`src/rtl/scan_link_pkg.sv`:
```
// Shared definitions for the scan link (transmitter and receiver).
//   tx_state_e  : transmitter frame state (IDLE, DATA, PAR)
//   PARITY_EVEN : value XORed into the data parity to give even parity
//   cnt_width() : width of a beat counter that must reach WIDTH without wrapping
package scan_link_pkg;

    typedef enum logic [1:0] {
        IDLE = 2'd0,
        DATA = 2'd1,
        PAR  = 2'd2
    } tx_state_e;

    localparam logic PARITY_EVEN = 1'b0;

    function automatic int cnt_width(input int width);
        return $clog2(width + 1);
    endfunction

endpackage

```
`src/rtl/scan_response_tx.sv`:
```
// Parallel-in, serial-out transmitter for the scan link. Accepts one WIDTH-bit
// word over a valid/ready handshake and shifts it out LSB-first, one bit per
// accepted beat, optionally followed by an even-parity bit.
// Ports:
//   clk, rst            : clock and synchronous active-high reset
//   in_valid/in_ready   : parallel word handshake, in_data is the word
//   so_valid/so_ready   : serial bit handshake, so_data is the bit
//   so_last             : current bit is the final bit of the frame
//   busy                : a frame is in progress
module scan_response_tx
    import scan_link_pkg::*;
#(
    parameter int WIDTH  = 8,
    parameter int PARITY = 1
) (
    input  logic             clk,
    input  logic             rst,
    input  logic             in_valid,
    output logic             in_ready,
    input  logic [WIDTH-1:0] in_data,
    output logic             so_valid,
    input  logic             so_ready,
    output logic             so_data,
    output logic             so_last,
    output logic             busy
);

    localparam int               CNT_W    = cnt_width(WIDTH);
    localparam logic [CNT_W-1:0] LAST_CNT = CNT_W'(WIDTH - 1);
    localparam bit               HAS_PAR  = (PARITY != 0);

    tx_state_e        state_q, state_d;
    logic [WIDTH-1:0] shreg_q, shreg_d;
    logic [CNT_W-1:0] cnt_q, cnt_d;
    logic             par_q, par_d;

    // Next-state logic
    always_comb begin
        state_d = state_q;
        shreg_d = shreg_q;
        cnt_d   = cnt_q;
        par_d   = par_q;
        case (state_q)
            IDLE: begin
                if (in_valid && in_ready) begin
                    shreg_d = in_data;
                    cnt_d   = '0;
                    par_d   = (^in_data) ^ PARITY_EVEN;
                    state_d = DATA;
                end
            end
            DATA: begin
                if (so_ready) begin
                    shreg_d = shreg_q >> 1;
                    cnt_d   = cnt_q + CNT_W'(1);
                    if (cnt_q == LAST_CNT) begin
                        state_d = HAS_PAR ? PAR : IDLE;
                    end
                end
            end
            PAR: begin
                if (so_ready) begin
                    state_d = IDLE;
                end
            end
            default: state_d = IDLE;
        endcase
    end

    // Outputs decode registered state only; rst gates in_ready so no word is
    // taken while the block is being reset.
    always_comb begin
        in_ready = 1'b0;
        so_valid = 1'b0;
        so_data  = 1'b0;
        so_last  = 1'b0;
        busy     = (state_q != IDLE);
        case (state_q)
            IDLE: in_ready = !rst;
            DATA: begin
                so_valid = 1'b1;
                so_data  = shreg_q[0];
                so_last  = !HAS_PAR && (cnt_q == LAST_CNT);
            end
            PAR: begin
                so_valid = 1'b1;
                so_data  = par_q;
                so_last  = 1'b1;
            end
            default: ;
        endcase
    end

    // Control state, reset
    always_ff @(posedge clk) begin
        if (rst) begin
            state_q <= IDLE;
            cnt_q   <= '0;
        end else begin
            state_q <= state_d;
            cnt_q   <= cnt_d;
        end
    end

    // Datapath, unreset: only observed outside IDLE, and always reloaded on entry
    always_ff @(posedge clk) begin
        shreg_q <= shreg_d;
        par_q   <= par_d;
    end

endmodule

```
`config.mk`:
```
export PLATFORM = sky130hd
export DESIGN_NAME = scan_response_tx
export DESIGN_NICKNAME = d
export VERILOG_FILES = /design/src/rtl/scan_link_pkg.sv /design/src/rtl/scan_response_tx.sv
export SDC_FILE = /design/constraint.sdc
export NUM_CORES = 1
export LEC_CHECK = 0
export ABC_AREA = 1
export CORE_MARGIN = 2
export CORE_UTILIZATION = 40
export DETAILED_ROUTE_END_ITERATION = 10
export PLACE_DENSITY = 0.65
export SLEW_MARGIN = 20
export SYNTH_ARGS = -nofsm -noshare
export SYNTH_HDL_FRONTEND = slang
export SYNTH_SLANG_ARGS = --single-unit
```
`constraint.sdc`:
```
create_clock -name clk -period 2.1 [get_ports clk]
set_input_delay 0.315 -clock clk [delete_from_list [all_inputs] [get_ports clk]]
set_output_delay 0.315 -clock clk [all_outputs]
set_load 0.01 [all_outputs]
```
==> After elaboration in Yosys (flattened, before gate mapping) <==
Index checks and enable logic that the tools add are counted.
{ "totals": {"ff_bits": 15, "input_bits": 12, "output_inout_bits": 5, "wordCells": 37} }
{ "op_classes": {"addsub": 1, "eq_ne": 7, "muxes": 15, "reduce_logical": 10} }
{ "ops": {"columns": ["op", "count"], "rows": [
  ["two-way mux 8 bit", 2],
  ["case mux 8 bit (2 select lines)", 1],
  ["two-way mux 2 bit", 4],
  ["two-way mux 4 bit", 2],
  ["inequality test 2 bit, second input constant", 4],
  ["case mux 4 bit (2 select lines)", 1],
  ["parity 8 bit", 1],
  ["case mux 2 bit (3 select lines)", 1],
  ["adder 4 x 1 -> 4 bit, second input constant", 1],
  ["equality test 4 x 3 -> 1 bit, second input constant", 1],
  ["AND reduction 4 bit", 1],
  ["nonzero test 2 bit", 2],
  ["two-way mux 1 bit", 3],
  ["AND reduction 3 bit", 1],
  ["equality test 2 x 1 -> 1 bit, second input constant", 1],
  ["equality test 2 bit, second input constant", 1],
  ["zero test 2 bit", 1],
  ["case mux 1 bit (2 select lines)", 1],
  ["AND reduction 2 bit", 1],
  ["OR reduction 2 bit", 1],
  ["logical AND 1 bit", 1],
  ["zero test 1 bit", 1]
]} }

==> Longest topological paths before layout <==
Gate-level depths: netlist of the first run.
{ "logic_depth": {"ltp_word": 5, "ltp_mapped": 9, "ltp_nobuf": 9} }

==> Least setup slack after synthesis of the first run <==
No wires, ideal clock.
{ "synth_path": {"kind": "flip-flop to flip-flop", "from": "reg state_q[1]", "to": "reg shreg_q[0], enable pin", "setup_ns": 0.354, "t_arrival_ns": 1.133, "required_time_ns": 1.746, "setup_slack_ns": 0.612, "stages_incl_launch_ff": 6, "path_buffers": 1, "period_less_slack_ns": 1.488, "path_cell_list": "dfxtp_1 inv_1 ha_1 buf_6 nand2_2 a21boi_2"} }
{ "synth_via": {"elab_chain_cells": 5} }
{ "synth_lines": {"columns": ["item", "line", "text"], "rows": [
  ["start: declaration", "scan_response_tx.sv:32", "tx_state_e state_q, state_d;"],
  ["start signal: assignment", "scan_response_tx.sv:100", "state_q <= state_d;"],
  ["zero test 2 bit", "scan_response_tx.sv:43, scan_response_tx.sv:78", null],
  ["two-way mux 1 bit", "scan_response_tx.sv:78", "case (state_q)"],
  ["logical AND 1 bit", "scan_response_tx.sv:45", "if (in_valid && in_ready) begin"],
  ["inequality test 2 bit (no line)", null, null],
  ["AND reduction 3 bit (no line) *", null, null],
  ["end signal: assignment", "scan_response_tx.sv:107", "shreg_q <= shreg_d;"],
  ["end: declaration", "scan_response_tx.sv:33", "logic [WIDTH-1:0] shreg_q, shreg_d;"]
]} }
Mark *: on every way between the ends. The rest lies on a longest branch, timed or not.
A chain may end at the register's enable or synchronous reset.

==> Worst setup path in the final report of the first run <==
{ "layout_path": {"from": "reg state_q[0]", "to": "out in_ready"} }
{ "layout_via": {"elab_chain_cells": 2} }
{ "layout_lines": {"columns": ["item", "line", "text"], "rows": [
  ["zero test 2 bit", "scan_response_tx.sv:78", null],
  ["two-way mux 1 bit", "scan_response_tx.sv:78", null],
  ["end: declaration", "scan_response_tx.sv:19", "output logic in_ready,"]
]} }
Every way passes these cells.

==> results of run 1 <==
==> final timing paths <==
kind                    from    endpoint  slack [ns]  cells after the start
setup / recovery  state_q[0]    in_ready        0.16                      5
hold / removal      cnt_q[3]    cnt_q[3]        0.53                      2
hold reg to reg     cnt_q[3]    cnt_q[3]        0.53                      2
setup reg to reg  state_q[1]  shreg_q[5]        0.53                      6
==> registers in the layout (all words and copies together), names as in the netlist <==
signal	count
shreg_q	8
cnt_q	4
state_q	2
par_q	1
==> metal layers <==
layer / vias up / GRT usage (%) / wire length (um)
met5: - / 0 / 0
li1: 429 / - / -
met4: 0 / 5.128 / 14
met3: 2 / 5.429 / 71
met1: 361 / 20.04 / 836
met2: 11 / 26.67 / 844
==> worst reg2reg max path, delay by kind of cell, from the launching register on <==
family	cells	cell delay, ns
AOI/OAI and AO/OA	1	0.13
adders and majority gates	1	0.19
buffers and inverters	3	0.54
DFF	1	0.32
and+or+nand+nor	1	0.10
==> power groups by stage <==
stage               sequential [W]  clock, W  combinational [W]
floorplan                 0.000470         0           0.000390
global placement          0.000477         0           0.000544
detailed placement        0.000482         0           0.000556
CTS                       0.000475  0.000174           0.000561
global route              0.000487  0.000189           0.000649
finish                    0.000474  0.000165           0.000557
==> synthesized netlist by cell type <==
cell / number
buf_2: 1
nand4_1: 2
a21boi_1: 1
inv_2: 2
nand2_2: 4
inv_1: 13
xnor2_1: 4
edfxtp_1: 9
clkinv_1: 2
o21ai_4: 1
xor2_1: 3
nand3_1: 7
nand3_2: 1
nor2_1: 8
o21ai_1: 2
dfxtp_1: 6
ha_1: 5
a21oi_1: 4
nand2_1: 46
buf_6: 1
a21boi_2: 1
==> cell type report <==
class / instances / area [um^2] / share of cell area, %
Clock buffer: 4 / 26.28 / 2.241
Multi-Input combinational cell: 89 / 479.2 / 40.88
Tap cell: 28 / 35.03 / 2.988
Sequential cell: 15 / 390.4 / 33.30
Timing Repair Buffer: 18 / 177.7 / 15.15
Inverter: 17 / 63.81 / 5.443
==> logic make-up (layout without fill, tap and decap cells) <==
group | Yosys count | in the layout
AOI/OAI and AO/OA | 9 | 9
xor gates and xnor gates | 7 | 7
adders and majority gates | 5 | 5
buffers and inverters | 19 | 39
DFF | 15 | 15
and+or+nand+nor | 68 | 68
==> per-stage QoR <==
step / instance area (um^2) / total power (W) / setup WS (ns) / util (%)
finish: 1172 / 0.001196 / 0.1615 / 53.00
global route: 1172 / 0.001325 / 0.02377 / 53.00
CTS: 1165 / 0.001211 / 0.01310 / 52.66
detailed placement: 1139 / 0.001038 / 0.3465 / 51.47
global placement: 1139 / 0.001021 / 0.3315 / 51.47
floorplan: 944.7 / 0.0008600 / 0.6124 / -
==> layout by cell type (no fill, tap or decap) <==
master           count
nand2_1             46
dfxtp_1              6
inv_1               13
a21oi_1              4
a21boi_2             1
o21ai_4              1
dlymetal6s2s_1       1
clkbuf_4             3
clkinv_1             2
clkbuf_1             1
xor2_1               3
nand3_2              1
o21ai_1              2
nand2_2              4
nand3_1              7
clkdlybuf4s50_1     15
inv_2                2
ha_2                 2
nand4_1              2
ha_1                 3
nor2_1               8
buf_4                2
a21boi_1             1
edfxtp_1             9
xnor2_1              4
==> impl_metrics.yaml, run 1 <==
grt:
  grt_first_pass_wirelength_um: 3263
  grt_max_degree: 17
  grt_pass1_vias: 767
  grt_usage_pct: 16.27
  grt_overflow_total: 0
  antenna_found_initial: 0
routing:
  wl_um: 1766
  drc: 0
  dr.first_iter.drc_count: 13
  wl_per_cell_um: 10.33
  via_per_inst: 4.696
  ant_nets: 0
  vias: 803
  firstDrtPassIters: 4
layout:
  final_nets: 161
  nFillCells: 219
  drive_gt1_share_pct: 11.19
  syn2layout_area_growth_pct: 24.11
  antennaDiodeCount: 0
  layout.cells.non_filler: 171
synth:
  synth.area.top_cells: "edfxtp_1, nand2_1, dfxtp_1, ha_1, inv_1"
  synth_top_family_by_area: "simple AND/OR/NAND/NOR gates"
  synth-compound-area-share_pct: 6.887
  syn-num-nets: 140
  synth_warnings: 0
  yosysTopAreaCellShare_pct: 28.61
  synth.avg_cell_area_um2: 7.680
  synth.distinct_cells: 21
  yosys.area_share.simple_pct: 30.20
  yosys_register_bits: 15
  synthCells: 123
  syn-cell-area_um2: 944.7
  synthAdderAreaFrac_pct: 6.623
  synth_top_area_cell: "edfxtp_1"
  synthXorXnorAreaFrac_pct: 6.490
  synthMuxAreaShare_pct: 0
  seq_area_frac_synth_pct: 41.32
timing:
  rsz0062_at_grt: "no"
  slew_headroom_pct: 80.98
  post-route-min-period_ns: 1.938
  fin_skew_ns: 0.001602
  setup_violations: 0
  fin_tns_setup_ns: 0
  drv_slew: 0
  holdWs_ns: 0.5253
  worst_pin_slew_ns: 0.2850
  post-route-period-util_pct: 92.31
  finalHoldViolCount: 0
  clock.fmax_ghz: 0.5159
placement:
  hpwl_um: 1367
  placed_cells: 167
  io_buffers: 16
  routabilityCongestion: 0.7000
setup_path:
  cp.arrival_ns: 1.62
  max_stage_delay_ns: 0.54
  path_cells: "inv_1 -> ha_2 -> inv_2 -> nor2_1 -> clkdlybuf4s50_1"
  crit_path_max_fanout: 4
  slowest_stage: "clkdlybuf4s50_1"
  worstSetupStartpointType: "flop"
  crit_family: "buffers and inverters"
  cp.required_ns: 1.78
  end_kind: "output pin"
  critPathBufInv: 3
  path_class: "reg2out"
clock_network:
  clkSinkCount: 15
  cts_tree: "built"
  clk_pin_slew_ns: 0.09
  cts_max_path_buffers: 2
  cts_root_buf: "clkbuf_4"
  cts_setup_buffers: 0
  holdBufCountCts: 0
  cts_buffers: 3
  htreeDepth: 1
  postCtsResizedCells: 0
  clock_latency_ns: 0.28
power:
  vdd_drop_max_mv: 0.5389
  net-switching-power_w: 0.0004527
  pwr-share-clk_pct: 13.8
  seqPwrFrac_pct: 39.6
  p_sw_share_pct: 37.86
  internal_power_w: 0.0007431
  powerDensity_nw_per_um2: 1020
  power.leakage_nw: 0.5470
  pwr-share-comb_pct: 46.5
floorplan:
  core_um2: 2212
  fp.dieArea_um2: 2766
  rows: 17
  die_w_um: 52.60
  num_io_pins: 17
  initial_utilization_pct: 42.70
  die_h_um: 52.60
run_status:
  status: "complete, no violations"
worst_hold_path:
  hold_path.class: "reg2reg"
job:
  drv_cap: 0
(Power assumes the default switching activity.)
==> run 2, diff against run 1 <==
HOLD_SLACK_MARGIN = 0.03   (was unset)
==> results of run 2 <==
No change in the layout: final DEF, timing and power equal those of run 1.
==> run 3, diff against run 2 <==
SKIP_LAST_GASP = 1   (was unset)
==> results of run 3 <==
No change in the layout: final DEF, timing and power equal those of run 1.
